==> src/rtl/ddr_ctrl_aref.sv <==
// ============================================================================
// ddr_ctrl_aref
// ----------------------------------------------------------------------------
// Auto-refresh sequencer for the SDRAM controller.
//
// An interval counter runs while the SDRAM is initialized (init_end_i=1). It
// wraps every REF_PERIOD cycles, and each wrap raises a refresh request
// toward the arbiter. Once the arbiter grants the AREF path (aref_en_i), the
// FSM issues the refresh sequence:
//
//   PRECHARGE-ALL, NOP x TRP_CLK,
//   { AUTO_REFRESH, NOP x TRFC_CLK } x AREF_NUM,
//   NOP with aref_end_o=1 (1 cycle)
//
// The sequence is 2 + TRP_CLK + AREF_NUM*(1+TRFC_CLK) cycles long. Once it
// starts it always runs to completion, even if the grant or init_end_i drops.
//
// Parameters:
//   REF_PERIOD  refresh interval in sys_clk cycles (>= 32)
//   TRP_CLK     NOP cycles after PRECHARGE (1..15)
//   TRFC_CLK    NOP cycles after each AUTO_REFRESH (1..15)
//   AREF_NUM    AUTO_REFRESH commands per sequence (1..4)
//
// Ports:
//   sys_clk      in   system clock
//   sys_rst_n    in   asynchronous, active-low reset
//   init_end_i   in   SDRAM initialization finished (level)
//   aref_en_i    in   refresh grant from the arbiter (level)
//   aref_req_o   out  refresh request to the arbiter
//   aref_end_o   out  one-cycle pulse at the end of a refresh sequence
//   aref_cmd_o   out  SDRAM command {cs_n, ras_n, cas_n, we_n}
//   aref_ba_o    out  bank address (always 2'b11)
//   aref_addr_o  out  address bus (always 13'h1fff; A10=1 selects all banks)
//   aref_ovf_o   out  sticky missed-interval flag (DDR_AREF_OVF_EN only)
//
// Build option:
//   DDR_AREF_OVF_EN  when defined, adds aref_ovf_o. It is set when a
//                    refresh interval expires while the previous request is
//                    still pending or a sequence is still running. Only
//                    reset clears it.
// ============================================================================
module ddr_ctrl_aref #(
    parameter int REF_PERIOD = 1250,
    parameter int TRP_CLK    = 2,
    parameter int TRFC_CLK   = 7,
    parameter int AREF_NUM   = 2
) (
    input  logic        sys_clk,
    input  logic        sys_rst_n,
    input  logic        init_end_i,
    input  logic        aref_en_i,
    output logic        aref_req_o,
    output logic        aref_end_o,
    output logic [3:0]  aref_cmd_o,
    output logic [1:0]  aref_ba_o,
    output logic [12:0] aref_addr_o
`ifdef DDR_AREF_OVF_EN
    ,
    output logic        aref_ovf_o
`endif
);

    // ------------------------------------------------------------------------
    // Constants
    // ------------------------------------------------------------------------
    localparam int CNT_W = $clog2(REF_PERIOD);

    localparam logic [CNT_W-1:0] CNT_LAST  = CNT_W'(REF_PERIOD - 1);
    localparam logic [3:0]       TRP_LAST  = 4'(TRP_CLK - 1);
    localparam logic [3:0]       TRFC_LAST = 4'(TRFC_CLK - 1);
    localparam logic [2:0]       AR_TOTAL  = 3'(AREF_NUM);

    // SDRAM command encodings {cs_n, ras_n, cas_n, we_n}
    localparam logic [3:0] CMD_NOP  = 4'b0111;
    localparam logic [3:0] CMD_PCH  = 4'b0010;
    localparam logic [3:0] CMD_AREF = 4'b0001;

    typedef enum logic [2:0] {
        S_IDLE,
        S_PCH,
        S_TRP,
        S_AR,
        S_TRFC,
        S_END
    } state_t;

    // ------------------------------------------------------------------------
    // Signals
    // ------------------------------------------------------------------------
    logic [CNT_W-1:0] ref_cnt;     // refresh interval counter
    logic             ref_tc;      // interval expires on this edge
    logic             seq_start;   // FSM leaves IDLE on this edge
    state_t           state;
    logic [3:0]       wait_cnt;    // NOP cycles spent in TRP / TRFC
    logic [2:0]       ar_cnt;      // AUTO_REFRESH commands issued so far

    // The counter is held at 0 while init_end_i is low, so it can only reach
    // its terminal count while init_end_i is high. The explicit gate keeps an
    // init_end_i drop on the terminal edge from posting a request.
    assign ref_tc = init_end_i && (ref_cnt == CNT_LAST);

    // A grant alone is not enough to start. The arbiter may still hold
    // aref_en_i in the cycle after aref_end_o; because aref_req_o is low
    // then, that lagging grant cannot restart the sequence.
    assign seq_start = (state == S_IDLE) && aref_req_o && aref_en_i && init_end_i;

    // Bank and address do not change: A10=1 selects all banks for PRECHARGE.
    // AUTO_REFRESH ignores them.
    assign aref_ba_o   = 2'b11;
    assign aref_addr_o = 13'h1fff;

    // ------------------------------------------------------------------------
    // Refresh interval counter
    // ------------------------------------------------------------------------
    // NOTE: every register in this file uses non-blocking assignments, so
    // all of them update together from the values present before the edge.
    always_ff @(posedge sys_clk or negedge sys_rst_n) begin
        if (!sys_rst_n) begin
            ref_cnt <= '0;
        end else if (!init_end_i) begin
            ref_cnt <= '0;
        end else if (ref_cnt == CNT_LAST) begin
            ref_cnt <= '0;
        end else begin
            ref_cnt <= ref_cnt + 1'b1;
        end
    end

    // ------------------------------------------------------------------------
    // Refresh request
    // ------------------------------------------------------------------------
    // Leaving IDLE has priority. A terminal count on that edge finds the
    // request already high and is absorbed; requests are never queued.
    always_ff @(posedge sys_clk or negedge sys_rst_n) begin
        if (!sys_rst_n) begin
            aref_req_o <= 1'b0;
        end else if (seq_start) begin
            aref_req_o <= 1'b0;
        end else if (ref_tc) begin
            aref_req_o <= 1'b1;
        end
    end

    // ------------------------------------------------------------------------
    // Refresh sequencer
    // ------------------------------------------------------------------------
    // aref_cmd_o and aref_end_o are loaded in the same branch as the state
    // they belong to. They are therefore registered, and they always equal
    // the decode of the state register.
    always_ff @(posedge sys_clk or negedge sys_rst_n) begin
        if (!sys_rst_n) begin
            state      <= S_IDLE;
            wait_cnt   <= '0;
            ar_cnt     <= '0;
            aref_cmd_o <= CMD_NOP;
            aref_end_o <= 1'b0;
        end else begin
            // NOTE: these defaults are overridden only by the transitions
            // that enter PCH, AR or END. Every other edge therefore returns
            // the outputs to NOP with no end pulse, and pulses last exactly
            // one cycle.
            aref_cmd_o <= CMD_NOP;
            aref_end_o <= 1'b0;

            case (state)
                S_IDLE: begin
                    if (seq_start) begin
                        state      <= S_PCH;
                        wait_cnt   <= '0;
                        aref_cmd_o <= CMD_PCH;
                    end
                end

                S_PCH: begin
                    state    <= S_TRP;
                    wait_cnt <= '0;
                end

                S_TRP: begin
                    if (wait_cnt == TRP_LAST) begin
                        state      <= S_AR;
                        wait_cnt   <= '0;
                        aref_cmd_o <= CMD_AREF;
                    end else begin
                        wait_cnt <= wait_cnt + 1'b1;
                    end
                end

                S_AR: begin
                    state    <= S_TRFC;
                    wait_cnt <= '0;
                    ar_cnt   <= ar_cnt + 1'b1;
                end

                S_TRFC: begin
                    if (wait_cnt == TRFC_LAST) begin
                        wait_cnt <= '0;
                        if (ar_cnt == AR_TOTAL) begin
                            state      <= S_END;
                            aref_end_o <= 1'b1;
                        end else begin
                            state      <= S_AR;
                            aref_cmd_o <= CMD_AREF;
                        end
                    end else begin
                        wait_cnt <= wait_cnt + 1'b1;
                    end
                end

                S_END: begin
                    state    <= S_IDLE;
                    wait_cnt <= '0;
                    ar_cnt   <= '0;
                end

                default: begin
                    state    <= S_IDLE;
                    wait_cnt <= '0;
                    ar_cnt   <= '0;
                end
            endcase
        end
    end

`ifdef DDR_AREF_OVF_EN
    // ------------------------------------------------------------------------
    // Missed-interval flag
    // ------------------------------------------------------------------------
    // An interval expired while the previous refresh was still pending
    // (request high) or still running (FSM busy). Only reset clears it.
    always_ff @(posedge sys_clk or negedge sys_rst_n) begin
        if (!sys_rst_n) begin
            aref_ovf_o <= 1'b0;
        end else if (ref_tc && (aref_req_o || (state != S_IDLE))) begin
            aref_ovf_o <= 1'b1;
        end
    end
`endif

endmodule

==> config.mk <==
export PLATFORM = sky130hd
export DESIGN_NAME = ddr_ctrl_aref
export DESIGN_NICKNAME = d
export VERILOG_FILES = /design/src/rtl/ddr_ctrl_aref.sv
export SDC_FILE = /design/constraint.sdc
export NUM_CORES = 1
export LEC_CHECK = 0
export CORE_MARGIN = 2
export CORE_UTILIZATION = 50
export CTS_CLUSTER_SIZE = 12
export DETAILED_ROUTE_END_ITERATION = 8
export DONT_BUFFER_PORTS = 1
export HOLD_SLACK_MARGIN = 0.1
export PLACE_DENSITY = 0.68
export SYNTH_ARGS = -nofsm -noshare
export SYNTH_HDL_FRONTEND = slang
export SYNTH_SLANG_ARGS = --single-unit
==> constraint.sdc <==
create_clock -name sys_clk -period 1.35 [get_ports sys_clk]
set_clock_uncertainty 0.15 [all_clocks]
set_input_delay 0.135 -clock sys_clk [delete_from_list [all_inputs] [get_ports sys_clk]]
set_output_delay 0.135 -clock sys_clk [all_outputs]
set_load 0.02 [all_outputs]
# [After elaboration in Yosys (flattened, before gate mapping)]
# Index checks and enable logic that the tools add are counted.
[totals] reg_bits=27 in_bits=4 output_inout_bits=21 wordCells=51
[classes] n_addsub=3 n_eq_ne=11 muxes=22 reduce_logical=8
[op_table] op="3-bit 2-to-1 mux" n=8
[op_table] op="11-bit 2-to-1 mux" n=2
[op_table] op="3-bit case mux with 5 select lines" n=1
[op_table] op="4-bit 2-to-1 mux" n=3
[op_table] op="4-bit case mux with 3 select lines" n=1
[op_table] op="11-bit by 1-bit adder with 11-bit output, second input constant" n=1
[op_table] op="11-bit == test, second input constant" n=1
[op_table] op="3-bit by 2-bit == test with 1-bit output, second input constant" n=3
[op_table] op="3-bit case mux with 3 select lines" n=1
[op_table] op="2-bit inequality test, second input constant" n=3
[op_table] op="3-bit case mux with 2 select lines" n=1
[op_table] op="1-bit 2-to-1 mux" n=5
[op_table] op="4-bit by 1-bit adder with 4-bit output, second input constant" n=1
[op_table] op="4-bit by 1-bit == test with 1-bit output, second input constant" n=1
[op_table] op="4-bit by 3-bit == test with 1-bit output, second input constant" n=1
[op_table] op="1-bit logical AND" n=4
[op_table] op="4-bit OR reduction" n=1
[op_table] op="3-bit by 1-bit adder with 3-bit output, second input constant" n=1
[op_table] op="3-bit by 1-bit == test with 1-bit output, second input constant" n=1
[op_table] op="3-bit == test, second input constant" n=1
[op_table] op="3-bit zero test" n=1
[op_table] op="3-bit AND reduction" n=1
[op_table] op="2-bit nonzero test" n=1

# [Longest topological paths before layout]
# Gate-level depths: netlist (run 1).
[logic_depth] depth_word=6 mapped_depth=6 mapped_depth_nobuf=6

# [Worst setup path before layout (run 1)]
# OpenSTA, ideal clock, no wires.
[synth_timing] path_type="reg2reg" from="register state[1]" to="register wait_cnt[2]" t_arrival_ns=1.299 t_required_ns=1.131 path_slack_ns=-0.168 stages_incl_launch_ff=6 n_path_buf=1 synth_period_minus_slack_ns=1.518 path_cell_list="dfrtp_1 -> buf_6 -> or3b_4 -> o32a_1 -> and2_4 -> nor2_2"
[synth_via] elab_chain_cells=5
[synth_lines] element="start: declaration" line_no="93" text="state_t state;"
[synth_lines] element="start signal: assignment" line_no="152" text="state <= S_IDLE;"
[synth_lines] element="start signal: assignment" line_no="168" text="state <= S_PCH;"
[synth_lines] element="start signal: assignment" line_no="175" text="state <= S_TRP;"
[synth_lines] element="3-bit zero test" line_no="105, 165"
[synth_lines] element="1-bit logical AND (3 in series)" line_no="105" text="assign seq_start = (state == S_IDLE) && aref_req_o && aref_en_i && init_end_i;"
[synth_lines] element="2-bit inequality test (no line)"
[synth_lines] element="end signal: assignment" line_no="185" text="wait_cnt <= wait_cnt + 1'b1;"
[synth_lines] element="end signal: assignment" line_no="206" text="wait_cnt <= wait_cnt + 1'b1;"
[synth_lines] element="end: declaration" line_no="94" text="logic [3:0] wait_cnt;"
# Parallel ways exist; a longest one is shown, timed or not.
# A chain may end at the register's enable or synchronous reset.

# [Worst setup path after layout (run 1)]
[layout_timing] from="register state[1]" to="register aref_cmd_o[2]"
[layout_via] elab_chain_cells=6
[layout_lines] element="3-bit zero test" line_no="105, 165"
[layout_lines] element="1-bit logical AND (3 in series)" line_no="105"
[layout_lines] element="3-bit 2-to-1 mux" line_no="167" text="if (seq_start) begin"
[layout_lines] element="3-bit case mux with 3 select lines (*)" line_no="165" text="case (state)"
[layout_lines] element="end signal: assignment" line_no="162" text="aref_cmd_o <= CMD_NOP;"
[layout_lines] element="end signal: assignment" line_no="170" text="aref_cmd_o <= CMD_PCH;"
[layout_lines] element="end signal: assignment" line_no="183" text="aref_cmd_o <= CMD_AREF;"
[layout_lines] element="end: declaration" line_no="54" text="output logic [3:0] aref_cmd_o,"
# Mark *: on every way between the ends. The rest lies on a longest branch, timed or not.

==> results.toml, run 1 <==
[route]
dr.pass1.iters = 4
routed_wl_um = 3560
wire_per_inst_um = 15.6
drt_iter0_drc = 40
via_count = 1261
drc_errors = 0
via_per_inst = 5.53
ant_nets = 0

[clocking]
cts_root_buf = "clkbuf_4"
cts_tree = "built"
clk-insertion-delay-late_ns = 0.33
cts-htree-levels = 1
clock_path_buffers = 2
numCtsBuffers = 3
cts_sinks = 26
cts.clk_slew.worst_paths_ns = 0.15

[die]
fp.coreArea_um2 = 2780
die_width_um = 58.5
row_count = 19
die_h_um = 58.5
start_util_pct = 53.4
io_pins = 25
die-area_um2 = 3420

[sta]
slew_violations = 0
finalHoldViolCount = 0
period_needed_ns = 1.52
timing.fmax_ghz = 0.658
setup_ws_ns = -0.171
setup_viol = 20
fin_crit_sh_pct = 113
rsz0062_at_grt = "yes"

[place]
post-dp-hpwl_um = 2180
dp_slack_ns = -0.157
port_buffers = 0
gp_congestion = 0.895

[yosys]
yosysMostFrequentCell = "dfrtp_1"
synth_top_cell_by_area = "dfrtp_1"
synth_common_cells = "dfrtp_1 (23), buf_4 (17), nor2_1 (15)"
syn_area_per_cell_um2 = 9.64
synthCells = 154
synthFlopType = "dfrtp_1"
synth_top_area_share_pct = 38.8
yosysWarnings = 0
synth_seq_cells = 26
async_flop_share_pct = 100
synth-edff-count = 0
ys_types = 47
yosysSeqAreaShare_pct = 44.1
synthesis.area_um2 = 1490
synth_area_leaders = "dfrtp_1 (39%), buf_4 (8.6%), dfstp_2 (5.3%)"

[power]
ir_worst_vdd_v = 0.00157
power_leakage_nw = 0.927
powerDensity_nw_per_um2 = 1610
total_power_mw = 3.37

[global_route]
grt_pass1_vias = 1209
grt_max_degree = 27
overflow = 0
grt_pass1_wl_um = 5400
antenna_found_initial = 0
grtUsageTotal_pct = 20.8

[critical_path]
critPathArrivalTime_ns = 1.64
critPathRequiredTime_ns = 1.47
crit_path_start_kind = "flop"
endpoint_kind = "flop"
path_class = "reg -> reg"
critPathMaxStageDelay_ns = 0.45
crit_buf_inv = 0
ff2ff_path_depth = 4
critical_path.max_fanout = 4
cpMaxStageDelayCell = "dfrtp_1"
cp.depth = 4
path_cells = "or3b_4, o32a_1, and2_4, nand3b_1"
path_delay_family = "simple AND/OR/NAND/NOR gates"

[outcome]
failed_checks = "setup timing"
status = "finished with violations"

[cells_and_area]
syn_to_final_growth_pct = 41.1
diodes = 0
nets = 206
fill_cells = 170
drive_gt1_share_pct = 46.2

[worst_hold_path]
worstHoldPathType = "in -> reg"
whs_path_depth = 2

[flow_run]
drv_cap = 0
==> worst paths after layout <==
check | from | to | slack [ns]
max | state[1] | aref_cmd_o[2] | -0.17
min | aref_en_i | aref_req_o | 0.36
max reg2reg | state[1] | aref_cmd_o[2] | -0.17
min reg2reg | ref_cnt[0] | ref_cnt[0] | 0.36
max in group asynchronous | sys_rst_n | aref_cmd_o[2] | 0.23
min in group asynchronous | sys_rst_n | ref_cnt[5] | 0.58
==> kinds of logic after synthesis <==
logic type,count (synthesis),synth area share (%)
multiplexers,1,0.674
XOR/XNOR,11,6.49
buffers and inverters,28,12.0
adder cells (fa/ha/maj),5,4.04
other,2,0.506
AO/OA/AOI/OAI,24,10.3
flip-flops,26,44.1
AND/OR/NAND/NOR,57,21.9
==> repair_timing <==
item                       CTS  global route
hold buffers                 4             1
buffers inserted             1             7
gates resized for setup     14            38
setup endpoints to repair   22            24
pin swaps                    9            13
hold endpoints to repair    45            16
==> power breakdown <==
group / internal, mW / switching, mW / total, mW
clock network: 0.301 / 0.239 / 0.540
logic: 0.900 / 0.815 / 1.71
registers: 0.938 / 0.174 / 1.11
==> placed cells by master (no fill, tap or decap), types with 2 or more instances in the layout <==
cell           instances
nand2_2                2
conb_1                16
clkbuf_4               3
nand4_1                4
buf_4                 31
and4_4                 2
and3_1                 2
xor2_1                 8
inv_1                  7
a21oi_1                3
xnor2_1                3
dfstp_2                3
dfrtp_1               18
o21ai_2                4
and2_4                 2
dfrtp_2                5
ha_2                   3
dlygate4sd3_1          4
o31ai_1                2
nand3_1                4
a21oi_4                2
nand2_1                5
nor2b_4                3
nand2b_4               2
nand2b_1               2
buf_6                 10
o21ai_1                3
nor2_1                14
==> area by class of cell <==
class	instances	area (µm²)	share of cell area, %
clock buffer	3	22.5	1.07
clock inverter	1	30.0	1.43
inverter	7	26.3	1.25
multi-input combinational	114	912	43.5
sequential	26	661	31.5
tap	31	38.8	1.85
timing repair buffer	46	405	19.3
==> metrics by stage <==
stage	hold WS, ns	std cells	cell area [µm²]	TNS (ns)	util (%)
after detailed placement	-0.310	211	1700	-1.30	61.1
after floorplan	-0.311	168	1570	-0.509	-
after CTS	-0.239	220	1880	-1.50	67.7
after global routing	0.357	228	2100	-3.31	75.3
final	0.356	228	2100	-1.63	75.3
after global placement	-0.310	211	1700	-1.01	61.1
==> flip-flops by register name, indices dropped and copies added, names as in the netlist <==
signal,cells
ar_cnt,3
aref_cmd_o,3
aref_end_o,1
aref_req_o,1
ref_cnt,11
state,3
wait_cnt,4
==> routing by layer <==
metal | share of wire (%) | up-vias | track usage (%)
met2 | 51 | 61 | 36.3
met3 | 6.9 | 8 | 3.08
li1 | - | 583 | -
met1 | 40 | 609 | 26.8
met4 | 1.6 | 0 | 5.65
met5 | 0 | - | 0
(Power assumes the default switching activity.)
==> run 2: changes to the inputs <==
Settings changed: CAP_MARGIN from default to 10, MAX_ROUTING_LAYER from default to met4.
==> results.toml, run 2 (synthesized netlist as in run 1, its figures left out) <==
[critical_path]
endpoint_kind = "flop"
crit_path_start_kind = "flop"
crit_end = "aref_cmd_o[2]"
path_class = "reg -> reg"
ff2ff_path_depth = 4
timing.rr.end = "aref_cmd_o[2]"
critPathRequiredTime_ns = 1.47
r2r_start = "wait_cnt[2]"
startpoint = "wait_cnt[2]"
ff2ff_setup_slack_ns = -0.18
critical_path.max_fanout = 4
critPathArrivalTime_ns = 1.64

[cells_and_area]
reg.largest.list = "ref_cnt: 11 flops, wait_cnt: 4 flops"
diodes = 0
stdcell_count = 223
syn_to_final_growth_pct = 29.6
top_register = "ref_cnt"
drive_gt1_share_pct = 35.4
final_cell_mix = "buf_4 (32), dfrtp_1 (22), conb_1 (16), nor2_1 (14), xor2_1 (8)"
design_area_um2 = 1920
layout_commonest_cell = "buf_4"
nets = 201
fin_util_pct = 69.2
largest_register_ffs = 11
fill_cells = 197

[sta]
period_needed_ns = 1.53
finalHoldWorstSlack_ns = 0.357
timing.fmax_ghz = 0.655
setup_tns_ns = -1.72
fin_crit_sh_pct = 113
setup_viol = 19
rsz0062_at_grt = "yes"
finalHoldViolCount = 0
setup_ws_ns = -0.177
slew_violations = 0

[clocking]
cts_root_buf = "clkbuf_4"
clock_path_buffers = 2
cts.clk_slew.worst_paths_ns = 0.14
numCtsBuffers = 3
cts-htree-levels = 1
cts_tree = "built"
clk-insertion-delay-late_ns = 0.33
cts_sinks = 26

[route]
via_count = 1217
via_per_inst = 5.46
routed_wl_um = 3290
dr.pass1.iters = 4
wire_per_inst_um = 14.7
ant_nets = 0
drt_iter0_drc = 32
drc_errors = 0

[die]
start_util_pct = 53.4
die_h_um = 58.5
die-area_um2 = 3420
die_width_um = 58.5
row_count = 19
fp.coreArea_um2 = 2780
io_pins = 25

[place]
port_buffers = 0
place_inst = 211
post-dp-hpwl_um = 2180
dp_slack_ns = -0.157
post_dp_cell_area_um2 = 1700
gp_congestion = 0.910

[power]
power_leakage_nw = 0.878
total_power_mw = 2.99
ir_worst_vdd_v = 0.00140
powerDensity_nw_per_um2 = 1560

[flow_run]
drv_cap = 0

[global_route]
grtUsageTotal_pct = 21.2
grt_max_degree = 27
overflow = 0
grt_pass1_vias = 1218
antenna_found_initial = 0
grt_pass1_wl_um = 5380

[outcome]
status = "finished with violations"
failed_checks = "setup timing"

[worst_hold_path]
worstHoldPathType = "in -> reg"
run 2: worst min-delay path by stage:
| stage | from | end | cells past startpoint |
|---|---|---|---|
| after floorplan | sys_rst_n | ar_cnt[0] | 0 |
| after global placement | sys_rst_n | ar_cnt[1] | 0 |
| after detailed placement | sys_rst_n | ar_cnt[1] | 0 |
| after CTS | init_end_i | aref_req_o | 1 |
| after global routing | aref_en_i | aref_req_o | 2 |
| final | aref_en_i | aref_req_o | 2 |
run 2: worst max-delay path, stage by stage, from the launching register on:
cell and delay, ns:
dfrtp_1 0.51, nor4bb_1 0.36, o32a_1 0.24, and2_4 0.15, nand3b_1 0.07
run 2: layout make-up:
cell class                      count  area, µm²  area share [%]
Multi-Input combinational cell    114        806            41.9
Sequential cell                    26        656            34.1
Timing Repair Buffer               41        345            17.9
Tap cell                           31       38.8            2.02
Clock inverter                      1       30.0            1.56
Inverter                            7       26.3            1.37
Clock buffer                        3       22.5            1.17
run 2: what timing repair did:
| item | CTS | global route |
|---|---|---|
| gates cloned | 0 | 0 |
| pin swaps | 9 | 2 |
| hold buffers | 4 | 1 |
| setup endpoints to repair | 22 | 24 |
| endpoints found under the hold margin | 45 | 16 |
| resized for setup | 14 | 6 |
| buffers inserted | 1 | 2 |
run 2: metal layers:
| layer | track usage (%) | wire, µm | vias up |
|---|---|---|---|
| met5 | - | 0 | - |
| met4 | 5.65 | 42 | 0 |
| met3 | 2.64 | 156 | 6 |
| met2 | 36.3 | 1670 | 45 |
| met1 | 26.6 | 1410 | 597 |
| li1 | - | - | 569 |
run 2: power breakdown:
| part | internal (mW) | switching (mW) |
|---|---|---|
| clock | 0.301 | 0.239 |
| sequential | 0.932 | 0.160 |
| combinational | 0.692 | 0.669 |
| total | 1.93 | 1.07 |
==> run 3: changes to the inputs <==
Settings changed: TNS_END_PERCENT from default to 5.
==> results.toml, run 3 (synthesized netlist as in run 1, its figures left out) <==
[outcome]
status = "finished with violations"
failed_checks = "setup timing"

[power]
power_leakage_nw = 0.878
powerDensity_nw_per_um2 = 1560
ir_worst_vdd_v = 0.00112

[cells_and_area]
final_cell_mix = "buf_4 (36), dfrtp_1 (20), conb_1 (16), nor2_1 (15), xor2_1 (8)"
diodes = 0
fill_cells = 199
syn_to_final_growth_pct = 27.2
reg.largest.list = "ref_cnt: 11 flops, wait_cnt: 4 flops"
layout_commonest_cell = "buf_4"
drive_gt1_share_pct = 33.2
largest_register_ffs = 11
fin_util_pct = 67.9
nets = 202
top_register = "ref_cnt"

[critical_path]
crit_path_start_kind = "flop"
ff2ff_path_depth = 4
cpMaxStageDelayCell = "or3b_4"
crit_buf_inv = 0
ff2ff_setup_slack_ns = -0.17
critPathMaxStageDelay_ns = 0.46
path_class = "reg -> reg"
critical_path.max_fanout = 5
endpoint_kind = "flop"
timing.rr.end = "wait_cnt[2]"
r2r_start = "state[1]"
startpoint = "state[1]"
path_delay_family = "simple AND/OR/NAND/NOR gates"
critPathArrivalTime_ns = 1.64
path_cells = "or3b_4, o32a_1, and2_4, nor2_4"
critPathRequiredTime_ns = 1.47

[sta]
timing.fmax_ghz = 0.659
finalHoldViolCount = 0
setup_ws_ns = -0.167
rsz0062_at_grt = "yes"
fin_crit_sh_pct = 112
setup_viol = 21
period_needed_ns = 1.52
slew_violations = 0

[clocking]
cts-htree-levels = 1
numCtsBuffers = 3
cts_sinks = 26
cts.clk_slew.worst_paths_ns = 0.14
cts_root_buf = "clkbuf_4"
clk-insertion-delay-late_ns = 0.33
clock_path_buffers = 2
cts_tree = "built"

[worst_hold_path]
whs_path_depth = 2
worstHoldPathType = "in -> reg"
worstHoldStart = "aref_en_i"
min_to = "aref_req_o"

[die]
die-area_um2 = 3420
io_pins = 25
start_util_pct = 53.4
die_h_um = 58.5
fp.coreArea_um2 = 2780
die_width_um = 58.5
row_count = 19

[route]
drc_errors = 0
drt_iter0_drc = 59
dr.pass1.iters = 5
via_per_inst = 5.43
via_count = 1217
routed_wl_um = 3130
ant_nets = 0
wire_per_inst_um = 14.0

[global_route]
antenna_found_initial = 0
grt_pass1_wl_um = 4970
overflow = 0
grt_pass1_vias = 1124
grt_max_degree = 27
grtUsageTotal_pct = 19.5

[flow_run]
drv_cap = 0

[place]
post-dp-hpwl_um = 2160
gp_congestion = 0.829
port_buffers = 0
dp_slack_ns = -0.160
==> run 3: worst max path at each step <==
stage                         end  slack [ns]  depth (start not counted)
floorplan           aref_cmd_o[2]       -0.13                          5
global placement      wait_cnt[2]       -0.12                          5
detailed placement    wait_cnt[2]       -0.16                          5
CTS                   wait_cnt[2]       -0.15                          4
global route          wait_cnt[2]       -0.26                          5
finish                wait_cnt[2]       -0.17                          4
==> run 3: layout make-up <==
| class | count | area (µm²) | share of cell area (%) |
|---|---|---|---|
| clock buffer | 3 | 22.5 | 1.19 |
| clock inverter | 1 | 30.0 | 1.59 |
| inverter | 7 | 26.3 | 1.39 |
| multi-input combinational | 114 | 772 | 40.9 |
| sequential | 26 | 658 | 34.8 |
| tap | 31 | 38.8 | 2.05 |
| timing repair buffer | 42 | 342 | 18.1 |
==> run 3: repair_timing <==
| action | in CTS | in global routing |
|---|---|---|
| hold endpoints to repair | 45 | 0 |
| pin swaps | 1 | 7 |
| resized for setup | 6 | 13 |
| endpoints found under the setup margin | 22 | 25 |
| buffers inserted | 0 | 3 |
| gates cloned | 0 | 0 |
| hold buffers | 5 | 0 |
==> run 3: stage by stage <==
stage / setup TNS (ns) / total power [mW] / area [µm²] / hold WS, ns / std cells
2_1_floorplan: -0.901 / 1.82 / 1540 / -0.311 / 168
3_3_place_gp: -0.851 / 2.15 / 1680 / -0.310 / 212
3_5_place_dp: -1.24 / 2.20 / 1680 / -0.310 / 212
4_1_cts: -1.46 / 2.80 / 1810 / 0.330 / 221
5_1_grt: -3.10 / 3.14 / 1890 / 0.351 / 224
6_report: -1.55 / 2.95 / 1890 / 0.356 / 224
==> run 3: report_power, final <==
group	switching, mW	internal [mW]	leakage (nW)
registers	0.142	0.934	0.337
clock network	0.242	0.301	0.0279
logic	0.656	0.673	0.513
total	1.04	1.91	0.878
==> run 3: routing by layer <==
layer	share of wire [%]	wire length (µm)	vias up	GRT usage, %
li1	-	-	573	-
met1	44	1390	579	25.7
met2	48	1510	59	31.5
met3	6.1	191	6	3.08
met4	1.1	36	0	5.32
met5	0	0	-	-
